<file path="src/rtl/hazard_forward_unit_if.sv">
// Bus between the pipeline datapath and the hazard/forwarding controller.
// master = pipeline side (drives stage fields), slave = hazard_forward_unit.
interface hazard_forward_unit_if #(
    parameter int AW     = 5,
    parameter int NUM_RD = 2,
    parameter int CNT_W  = 16
);
    logic [NUM_RD*AW-1:0] id_rs;
    logic [NUM_RD-1:0]    id_rs_used;
    logic [NUM_RD*AW-1:0] ex_rs;
    logic [AW-1:0]        ex_rd;
    logic                 ex_mem_read;
    logic [AW-1:0]        mem_rd;
    logic                 mem_reg_write;
    logic [AW-1:0]        wb_rd;
    logic                 wb_reg_write;
    logic                 mem_busy;
    logic [NUM_RD*2-1:0]  forward_sel;
    logic [NUM_RD-1:0]    id_wb_bypass;
    logic                 stall_if_id;
    logic                 flush_id_ex;
    logic                 freeze_all;
    logic [CNT_W-1:0]     load_use_cnt;
    logic [CNT_W-1:0]     mem_wait_cnt;

    modport master (
        output id_rs, id_rs_used, ex_rs, ex_rd, ex_mem_read,
               mem_rd, mem_reg_write, wb_rd, wb_reg_write, mem_busy,
        input  forward_sel, id_wb_bypass, stall_if_id, flush_id_ex,
               freeze_all, load_use_cnt, mem_wait_cnt
    );

    modport slave (
        input  id_rs, id_rs_used, ex_rs, ex_rd, ex_mem_read,
               mem_rd, mem_reg_write, wb_rd, wb_reg_write, mem_busy,
        output forward_sel, id_wb_bypass, stall_if_id, flush_id_ex,
               freeze_all, load_use_cnt, mem_wait_cnt
    );
endinterface

</file>
<file path="src/rtl/hazard_forward_unit.sv">
// hazard_forward_unit: EX-stage forwarding selects, ID-stage WB bypass flags,
// load-use stall sequencer (LOAD_LAT bubbles) and whole-pipeline freeze on
// data-memory wait. Optional macro HAZ_STATS_EN builds the saturating
// load-use / memory-wait statistics counters; otherwise both read as 0.
module hazard_forward_unit #(
    parameter int AW       = 5,
    parameter int NUM_RD   = 2,
    parameter int LOAD_LAT = 1,
    parameter int CNT_W    = 16
) (
    input  logic                 clk,
    input  logic                 rst_n,
    hazard_forward_unit_if.slave bus
);

    localparam int BW = $clog2(LOAD_LAT + 1);
    localparam logic [BW-1:0] BUB_INIT = BW'(LOAD_LAT - 1);
    localparam logic [BW-1:0] BUB_ONE  = BW'(1);

    typedef enum logic [1:0] {
        ST_RUN        = 2'd0,
        ST_LOAD_STALL = 2'd1,
        ST_MEM_WAIT   = 2'd2
    } state_t;

    state_t        r_state;
    state_t        w_state_next;
    state_t        w_eff_state;
    logic [BW-1:0] r_bub;
    logic [BW-1:0] w_bub_next;
    logic          r_ret_ls;
    logic          w_ret_ls_next;
    logic          w_stall;
    logic          w_flush;
    logic          w_freeze;

    logic [NUM_RD*2-1:0] w_fwd;
    logic [NUM_RD-1:0]   w_byp;
    logic [NUM_RD-1:0]   w_id_match;
    logic                w_hazard;

    // Per-port forwarding, bypass and load-use match; register 0 never matches.
    generate
        for (genvar gi = 0; gi < NUM_RD; gi++) begin : g_port
            logic [AW-1:0] w_ex_rs_k;
            logic [AW-1:0] w_id_rs_k;
            logic          w_mem_hit;
            logic          w_wb_hit;
            assign w_ex_rs_k = bus.ex_rs[gi*AW +: AW];
            assign w_id_rs_k = bus.id_rs[gi*AW +: AW];
            assign w_mem_hit = bus.mem_reg_write && (bus.mem_rd != '0) &&
                               (bus.mem_rd == w_ex_rs_k);
            assign w_wb_hit  = bus.wb_reg_write && (bus.wb_rd != '0) &&
                               (bus.wb_rd == w_ex_rs_k);
            assign w_fwd[gi*2 +: 2] = w_mem_hit ? 2'b10 :
                                      w_wb_hit  ? 2'b01 : 2'b00;
            assign w_byp[gi] = bus.wb_reg_write && (bus.wb_rd != '0) &&
                               (bus.wb_rd == w_id_rs_k) && bus.id_rs_used[gi];
            assign w_id_match[gi] = bus.id_rs_used[gi] && (w_id_rs_k == bus.ex_rd);
        end
    endgenerate

    assign bus.forward_sel  = w_fwd;
    assign bus.id_wb_bypass = w_byp;
    assign w_hazard = bus.ex_mem_read && (bus.ex_rd != '0) && (|w_id_match);

    // While frozen the sequencer is parked in MEM_WAIT; the saved state is
    // what it behaves as once mem_busy drops, so that cycle is not lost.
    always_comb begin
        w_eff_state = r_state;
        if (r_state == ST_MEM_WAIT) begin
            w_eff_state = r_ret_ls ? ST_LOAD_STALL : ST_RUN;
        end
    end

    // Next-state and Mealy control outputs; mem_busy overrides everything.
    always_comb begin
        w_state_next  = r_state;
        w_bub_next    = r_bub;
        w_ret_ls_next = r_ret_ls;
        w_stall       = 1'b0;
        w_flush       = 1'b0;
        w_freeze      = 1'b0;
        if (bus.mem_busy) begin
            w_freeze      = 1'b1;
            w_state_next  = ST_MEM_WAIT;
            w_ret_ls_next = (w_eff_state == ST_LOAD_STALL);
        end else begin
            case (w_eff_state)
                ST_LOAD_STALL: begin
                    w_stall = 1'b1;
                    w_flush = 1'b1;
                    if (r_bub <= BUB_ONE) begin
                        w_bub_next   = '0;
                        w_state_next = ST_RUN;
                    end else begin
                        w_bub_next   = r_bub - BUB_ONE;
                        w_state_next = ST_LOAD_STALL;
                    end
                end
                default: begin
                    w_state_next = ST_RUN;
                    if (w_hazard) begin
                        w_stall = 1'b1;
                        w_flush = 1'b1;
                        if (LOAD_LAT > 1) begin
                            w_bub_next   = BUB_INIT;
                            w_state_next = ST_LOAD_STALL;
                        end
                    end
                end
            endcase
        end
    end

    // Sequencer state register; reset aborts any stall or wait in progress.
    always_ff @(posedge clk) begin
        if (!rst_n) begin
            r_state  <= ST_RUN;
            r_bub    <= '0;
            r_ret_ls <= 1'b0;
        end else begin
            r_state  <= w_state_next;
            r_bub    <= w_bub_next;
            r_ret_ls <= w_ret_ls_next;
        end
    end

    assign bus.stall_if_id = w_stall  & rst_n;
    assign bus.flush_id_ex = w_flush  & rst_n;
    assign bus.freeze_all  = w_freeze & rst_n;

`ifdef HAZ_STATS_EN
    logic [CNT_W-1:0] r_load_use_cnt;
    logic [CNT_W-1:0] r_mem_wait_cnt;
    logic             w_lu_event;

    // A new hazard is only ever accepted from (effective) RUN.
    assign w_lu_event = w_stall && (w_eff_state == ST_RUN);

    // Saturating statistics counters.
    always_ff @(posedge clk) begin
        if (!rst_n) begin
            r_load_use_cnt <= '0;
            r_mem_wait_cnt <= '0;
        end else begin
            if (w_lu_event && !(&r_load_use_cnt)) begin
                r_load_use_cnt <= r_load_use_cnt + 1'b1;
            end
            if (w_freeze && !(&r_mem_wait_cnt)) begin
                r_mem_wait_cnt <= r_mem_wait_cnt + 1'b1;
            end
        end
    end

    assign bus.load_use_cnt = r_load_use_cnt;
    assign bus.mem_wait_cnt = r_mem_wait_cnt;
`else
    assign bus.load_use_cnt = {CNT_W{1'b0}};
    assign bus.mem_wait_cnt = {CNT_W{1'b0}};
`endif

endmodule

</file>
<file path="src/flat_wrapper.sv">
// flat-port wrapper written by rule: the top's interface ports become plain ports
module hazard_forward_unit_flat 
#(
    parameter int AW       = 5,
    parameter int NUM_RD   = 2,
    parameter int LOAD_LAT = 1,
    parameter int CNT_W    = 16
)
  (clk, rst_n, bus_id_rs, bus_id_rs_used, bus_ex_rs, bus_ex_rd, bus_ex_mem_read, bus_mem_rd, bus_mem_reg_write, bus_wb_rd, bus_wb_reg_write, bus_mem_busy, bus_forward_sel, bus_id_wb_bypass, bus_stall_if_id, bus_flush_id_ex, bus_freeze_all, bus_load_use_cnt, bus_mem_wait_cnt);
  hazard_forward_unit_if #(.AW(AW), .NUM_RD(NUM_RD), .CNT_W(CNT_W)) bus_i ();
  input  logic clk;
  input  logic rst_n;
  input wire logic [$bits(bus_i.id_rs)-1:0] bus_id_rs;
  input wire logic [$bits(bus_i.id_rs_used)-1:0] bus_id_rs_used;
  input wire logic [$bits(bus_i.ex_rs)-1:0] bus_ex_rs;
  input wire logic [$bits(bus_i.ex_rd)-1:0] bus_ex_rd;
  input wire logic [$bits(bus_i.ex_mem_read)-1:0] bus_ex_mem_read;
  input wire logic [$bits(bus_i.mem_rd)-1:0] bus_mem_rd;
  input wire logic [$bits(bus_i.mem_reg_write)-1:0] bus_mem_reg_write;
  input wire logic [$bits(bus_i.wb_rd)-1:0] bus_wb_rd;
  input wire logic [$bits(bus_i.wb_reg_write)-1:0] bus_wb_reg_write;
  input wire logic [$bits(bus_i.mem_busy)-1:0] bus_mem_busy;
  output wire logic [$bits(bus_i.forward_sel)-1:0] bus_forward_sel;
  output wire logic [$bits(bus_i.id_wb_bypass)-1:0] bus_id_wb_bypass;
  output wire logic [$bits(bus_i.stall_if_id)-1:0] bus_stall_if_id;
  output wire logic [$bits(bus_i.flush_id_ex)-1:0] bus_flush_id_ex;
  output wire logic [$bits(bus_i.freeze_all)-1:0] bus_freeze_all;
  output wire logic [$bits(bus_i.load_use_cnt)-1:0] bus_load_use_cnt;
  output wire logic [$bits(bus_i.mem_wait_cnt)-1:0] bus_mem_wait_cnt;
  assign bus_i.id_rs = bus_id_rs;
  assign bus_i.id_rs_used = bus_id_rs_used;
  assign bus_i.ex_rs = bus_ex_rs;
  assign bus_i.ex_rd = bus_ex_rd;
  assign bus_i.ex_mem_read = bus_ex_mem_read;
  assign bus_i.mem_rd = bus_mem_rd;
  assign bus_i.mem_reg_write = bus_mem_reg_write;
  assign bus_i.wb_rd = bus_wb_rd;
  assign bus_i.wb_reg_write = bus_wb_reg_write;
  assign bus_i.mem_busy = bus_mem_busy;
  assign bus_forward_sel = bus_i.forward_sel;
  assign bus_id_wb_bypass = bus_i.id_wb_bypass;
  assign bus_stall_if_id = bus_i.stall_if_id;
  assign bus_flush_id_ex = bus_i.flush_id_ex;
  assign bus_freeze_all = bus_i.freeze_all;
  assign bus_load_use_cnt = bus_i.load_use_cnt;
  assign bus_mem_wait_cnt = bus_i.mem_wait_cnt;
  hazard_forward_unit #(.AW(AW), .NUM_RD(NUM_RD), .LOAD_LAT(LOAD_LAT), .CNT_W(CNT_W)) u_core (.clk(clk), .rst_n(rst_n), .bus(bus_i));
endmodule
</file>
<file path="config.mk">
export PLATFORM = sky130hd
export DESIGN_NAME = hazard_forward_unit_flat
export DESIGN_NICKNAME = d
export VERILOG_FILES = /design/src/rtl/hazard_forward_unit_if.sv /design/src/rtl/hazard_forward_unit.sv /design/src/flat_wrapper.sv
export SDC_FILE = /design/constraint.sdc
export NUM_CORES = 1
export LEC_CHECK = 0
export BUFFER_PORTS_ARGS = -buffer_cell sky130_fd_sc_hd__buf_2
export CAP_MARGIN = 20
export CORE_MARGIN = 5
export CORE_UTILIZATION = 40
export DETAILED_ROUTE_END_ITERATION = 10
export PLACE_DENSITY = 0.84
export RECOVER_POWER = 50
export SETUP_SLACK_MARGIN = 0.2
export SYNTH_ARGS = -nofsm -noshare
export SYNTH_HDL_FRONTEND = slang
export SYNTH_SLANG_ARGS = --single-unit
</file>
<file path="constraint.sdc">
create_clock -name clk -period 4.1 [get_ports clk]
set_input_delay 0.82 -clock clk [delete_from_list [all_inputs] [get_ports clk]]
set_output_delay 0.82 -clock clk [all_outputs]
set_load 0.02 [all_outputs]
</file>
==> results.md <==
Run status:
- The run finished with clean final reports.

Worst setup path:
- The startpoint identified for the worst register-to-register timing path is u_core.r_ret_ls$_SDFFE_PN0P_.
- In this run the register-to-register setup slack is 3560 ps.
- The startpoint class of the critical path is a primary input.
- The critical path required time is 3280 ps.
- The worst setup path is captured at an output port.
- The endpoint of the lowest-slack register-to-register path is u_core.r_ret_ls$_SDFFE_PN0P_.
- Counting cells, the worst reg-to-reg path comes to 2.
- The setup path with the least slack is of type in2out.
- In this run the worst path has a maximum fanout of 3.
- STA puts the critical path data arrival time at 2280 ps.

Detailed routing:
- The sum of routed wire segments on met1 is 771 µm.
- The sum of routed wire length over all layers is 2.16 mm.
- The first routing iteration left 9 violations.
- The average detailed-routed wire length per instance is 11.5 µm.
- After detailed routing, the number of remaining DRC violations is 0.
- After detailed routing, the number of vias per cell comes to 4.34.
- The detail route stage leaves a number of antenna-violating nets equal to 0.
- The highest metal layer carrying signal wires in the routed design is met4.
- The count of vias placed by the detailed router is 815.
- The routed length on met2 is 1.07 mm.
- The number of detailed-routing iterations run before antenna repair is 4.
- The length of routed met3 wiring is 293 µm.

Floorplan:
- The I/O pin count is 84.
- Once the floorplan was initialized, standard cells occupied 40.9% of the core.
- The vertical die dimension is 57.1 µm.
- The standard cell core area is 2170 µm².
- The die covers 3260 µm².
- The cell row count is 17.
- The die is 57.1 µm wide.

Min path:
- The number of cells traversed by the worst hold path is 2.
- The worst hold path terminates at u_core.r_ret_ls$_SDFFE_PN0P_.
- The worst hold path begins at u_core.r_ret_ls$_SDFFE_PN0P_.
- The path category of the worst min-delay check is reg2reg.

GRT:
- Global routing finished with a remaining overflow of 0.
- Global routing consumed, over all layers together, 12.3% of the routing resources.
- The wire length of the first global-routing pass is 3.24 mm.
- The largest net degree at the start of global routing is 6.
- The via count of the first global-routing pass is 756.
- The initial antenna violation count is 0.

Place:
- The number of buffers inserted by port buffering is 51.
- Counting tap cells, the placed design contains a total of 185 instances.
- The placement-stage worst setup slack is 1100 ps.
- The placed wire-length estimate after detailed placement is 1.96 mm.
- The placer congestion estimate is 0.893.

CTS:
- Clock-pin slew was measured on the worst setup and hold paths at 30 ps.
- TritonCTS built the clock tree.
- CTS saw 2 sinks.
- The later pin in the worst-skew pair is clocked with a latency of 230 ps.
- After clock tree synthesis, the setup repair step added 0 buffers.
- In this run, CTS created clock tree buffers numbering 3.
- The number of levels the H-tree was split into is 1.
- Buffers inserted to repair hold after CTS numbered 0.
- Post-CTS repair changed the size of 0 cells.
- The clock root buffer master is sky130_fd_sc_hd__clkbuf_4.
- The maximum clock insertion buffer count is 2.

Yosys:
- The post-synthesis cell type count is 21.
- The mean instance size in the synthesized netlist is 7.71 µm².
- The synthesized netlist devotes 39.5% of its cell area to XOR and XNOR gates.
- For this run, the register share of the synthesized area comes to 4.51%.
- The number of instances in the synthesized netlist is 115.
- Yosys printed 0 warnings.
- The synthesized netlist devotes 17.6% of its cell area to simple gates.
- In this run, synthesis produced a sequential element count of 2.
- Summing the areas of all fa, ha and maj instances in the mapped netlist gives 0% of the synthesized area.
- After synthesis the cells add up to 887 µm².
- The mux share of post-synthesis cell area is 0%.
- Summing the areas of all compound-gate instances in the mapped netlist gives 4.65% of the synthesized area.
- The combinational family with the most area after synthesis is XOR/XNOR gates.

Timing:
- The final-report hold violation count is 0.
- Setup violations remaining at the end of the flow were counted as 0.
- The setup clock skew after layout is 1.64 ps.
- The post-route minimum period is 3100 ps.
- The period utilization is 75.6%.
- Setup repair after global routing left no endpoint under its margin.
- The setup TNS after final layout is 0 ps.
- The number of slew-limit violations in the final report is 0.
- The slack of the critical path is 1000 ps.
- The fmax is 323 MHz.

Flow run:
- The max-cap check violation count is 0.

Layout:
- For this run, the share of the core covered by cells in the final layout is 47.1%.
- The repair_antennas step left the layout with diodes totalling 0.
- Cells with a size suffix above 1 make up 33.1% of the layout.
- The final cell count without fillers is 188.
- The net count of the finished layout is 205.
- From synthesis to final layout, the design area changed by 15.1%.

Pwr:
- The analysis attributes to net switching a power of 79.0 µW.
- The design internal power is 92.2 µW.
- The clock share of power is 26.6%.
- The worst-case IR drop observed on VDD is 0.000156 V.
- Combinational logic burns 61.5% of the power.
- The power density over the cells is 168 nW/µm².
- In this run the static leakage power is 0.000508 µW.
- In this run, flip-flops and latches consume 11.9% of the power.
- Net switching is 46.1% of the power.
## placed cells by master, fill, tap and decap left out, types with 2 or more instances in the layout
cell	count
sky130_fd_sc_hd__or4_1	5
sky130_fd_sc_hd__dfxtp_1	2
sky130_fd_sc_hd__xor2_1	22
sky130_fd_sc_hd__nor4_1	4
sky130_fd_sc_hd__o21ai_0	2
sky130_fd_sc_hd__nand3_1	2
sky130_fd_sc_hd__inv_1	2
sky130_fd_sc_hd__nor3_1	2
sky130_fd_sc_hd__conb_1	32
sky130_fd_sc_hd__xnor2_1	18
sky130_fd_sc_hd__nand2_1	3
sky130_fd_sc_hd__clkbuf_1	3
sky130_fd_sc_hd__and2_1	3
sky130_fd_sc_hd__clkbuf_4	3
sky130_fd_sc_hd__nor4_2	2
sky130_fd_sc_hd__nand4_1	3
sky130_fd_sc_hd__buf_2	48
## layer usage
layer  vias up  global-route usage, %
li1        403                      -
met1       357                   14.3
met2        52                   21.5
met3         3                   3.62
met4         0                   3.97
met5         -                      0
## synth_stat cells, drive strengths merged
cell     instances  area (µm²)
a21oi            1        5.00
a32oi            1        8.76
and2             3        18.8
buf             40         288
conb             1        3.75
dfxtp            2        40.0
inv              2        7.51
nand2            3        11.3
nand3            2        10.0
nand4            3        18.8
nor3             2        10.0
nor4             6        50.0
o2111ai          1        8.76
o21ai            3        18.8
or4              5        37.5
xnor2           18         158
xor2            22         193
## through the flow
stage | hold slack (ps) | cell area [µm²] | power (µW)
floorplan | 412 | 1000 | 115
global placement | 424 | 1010 | 125
detailed placement | 439 | 1010 | 126
CTS | 445 | 1030 | 175
global route | 473 | 1020 | 186
finish | 439 | 1020 | 171
## power by group through the flow
stage	clock, µW	sequential (µW)	combinational (µW)
2_1_floorplan	0	20.6	93.9
3_3_place_gp	0	20.6	104
3_5_place_dp	0	20.6	106
4_1_cts	48.2	20.4	106
5_1_grt	50.6	20.5	115
6_report	45.5	20.4	105
## kinds of logic (layout without fill, tap and decap cells)
logic type	after synthesis	count (layout)
compound gates	6	6
xor+xnor	40	40
buf+inv	42	56
flops	2	2
other cells	1	32
simple gates	24	24
## how the worst max path moves through the flow
stage / slack (ps) / cells after the start / to / from
6_report: 1000 / 6 / bus_forward_sel[0] / bus_mem_rd[4]
3_5_place_dp: 1100 / 6 / bus_forward_sel[2] / bus_mem_rd[4]
3_3_place_gp: 1130 / 6 / bus_forward_sel[0] / bus_wb_rd[0]
2_1_floorplan: 1130 / 5 / bus_stall_if_id / bus_id_rs[7]
4_1_cts: 1110 / 6 / bus_forward_sel[2] / bus_mem_rd[4]
5_1_grt: 950 / 6 / bus_forward_sel[0] / bus_mem_rd[4]
## area by class of cell
class,count,area [µm²]
Fill cell,241,1150
Multi-Input combinational cell,102,664
Timing Repair Buffer,51,251
Sequential cell,2,40.0
Tap cell,28,35.0
Clock buffer,3,22.5
Inverter,2,7.51
## flip-flops by register name, summed over array words and instances (netlist names)
signal and flops:
u_core.r_ret_ls 1, u_core.r_state 1
## critical path, stage by stage
cell and delay, ps:
sky130_fd_sc_hd__buf_2 130, sky130_fd_sc_hd__or4_1 500, sky130_fd_sc_hd__o21ai_0 250, sky130_fd_sc_hd__nor4_1 130
sky130_fd_sc_hd__nor4_2 250, sky130_fd_sc_hd__buf_2 190
No activity file was read; power rests on OpenSTA's default activity.
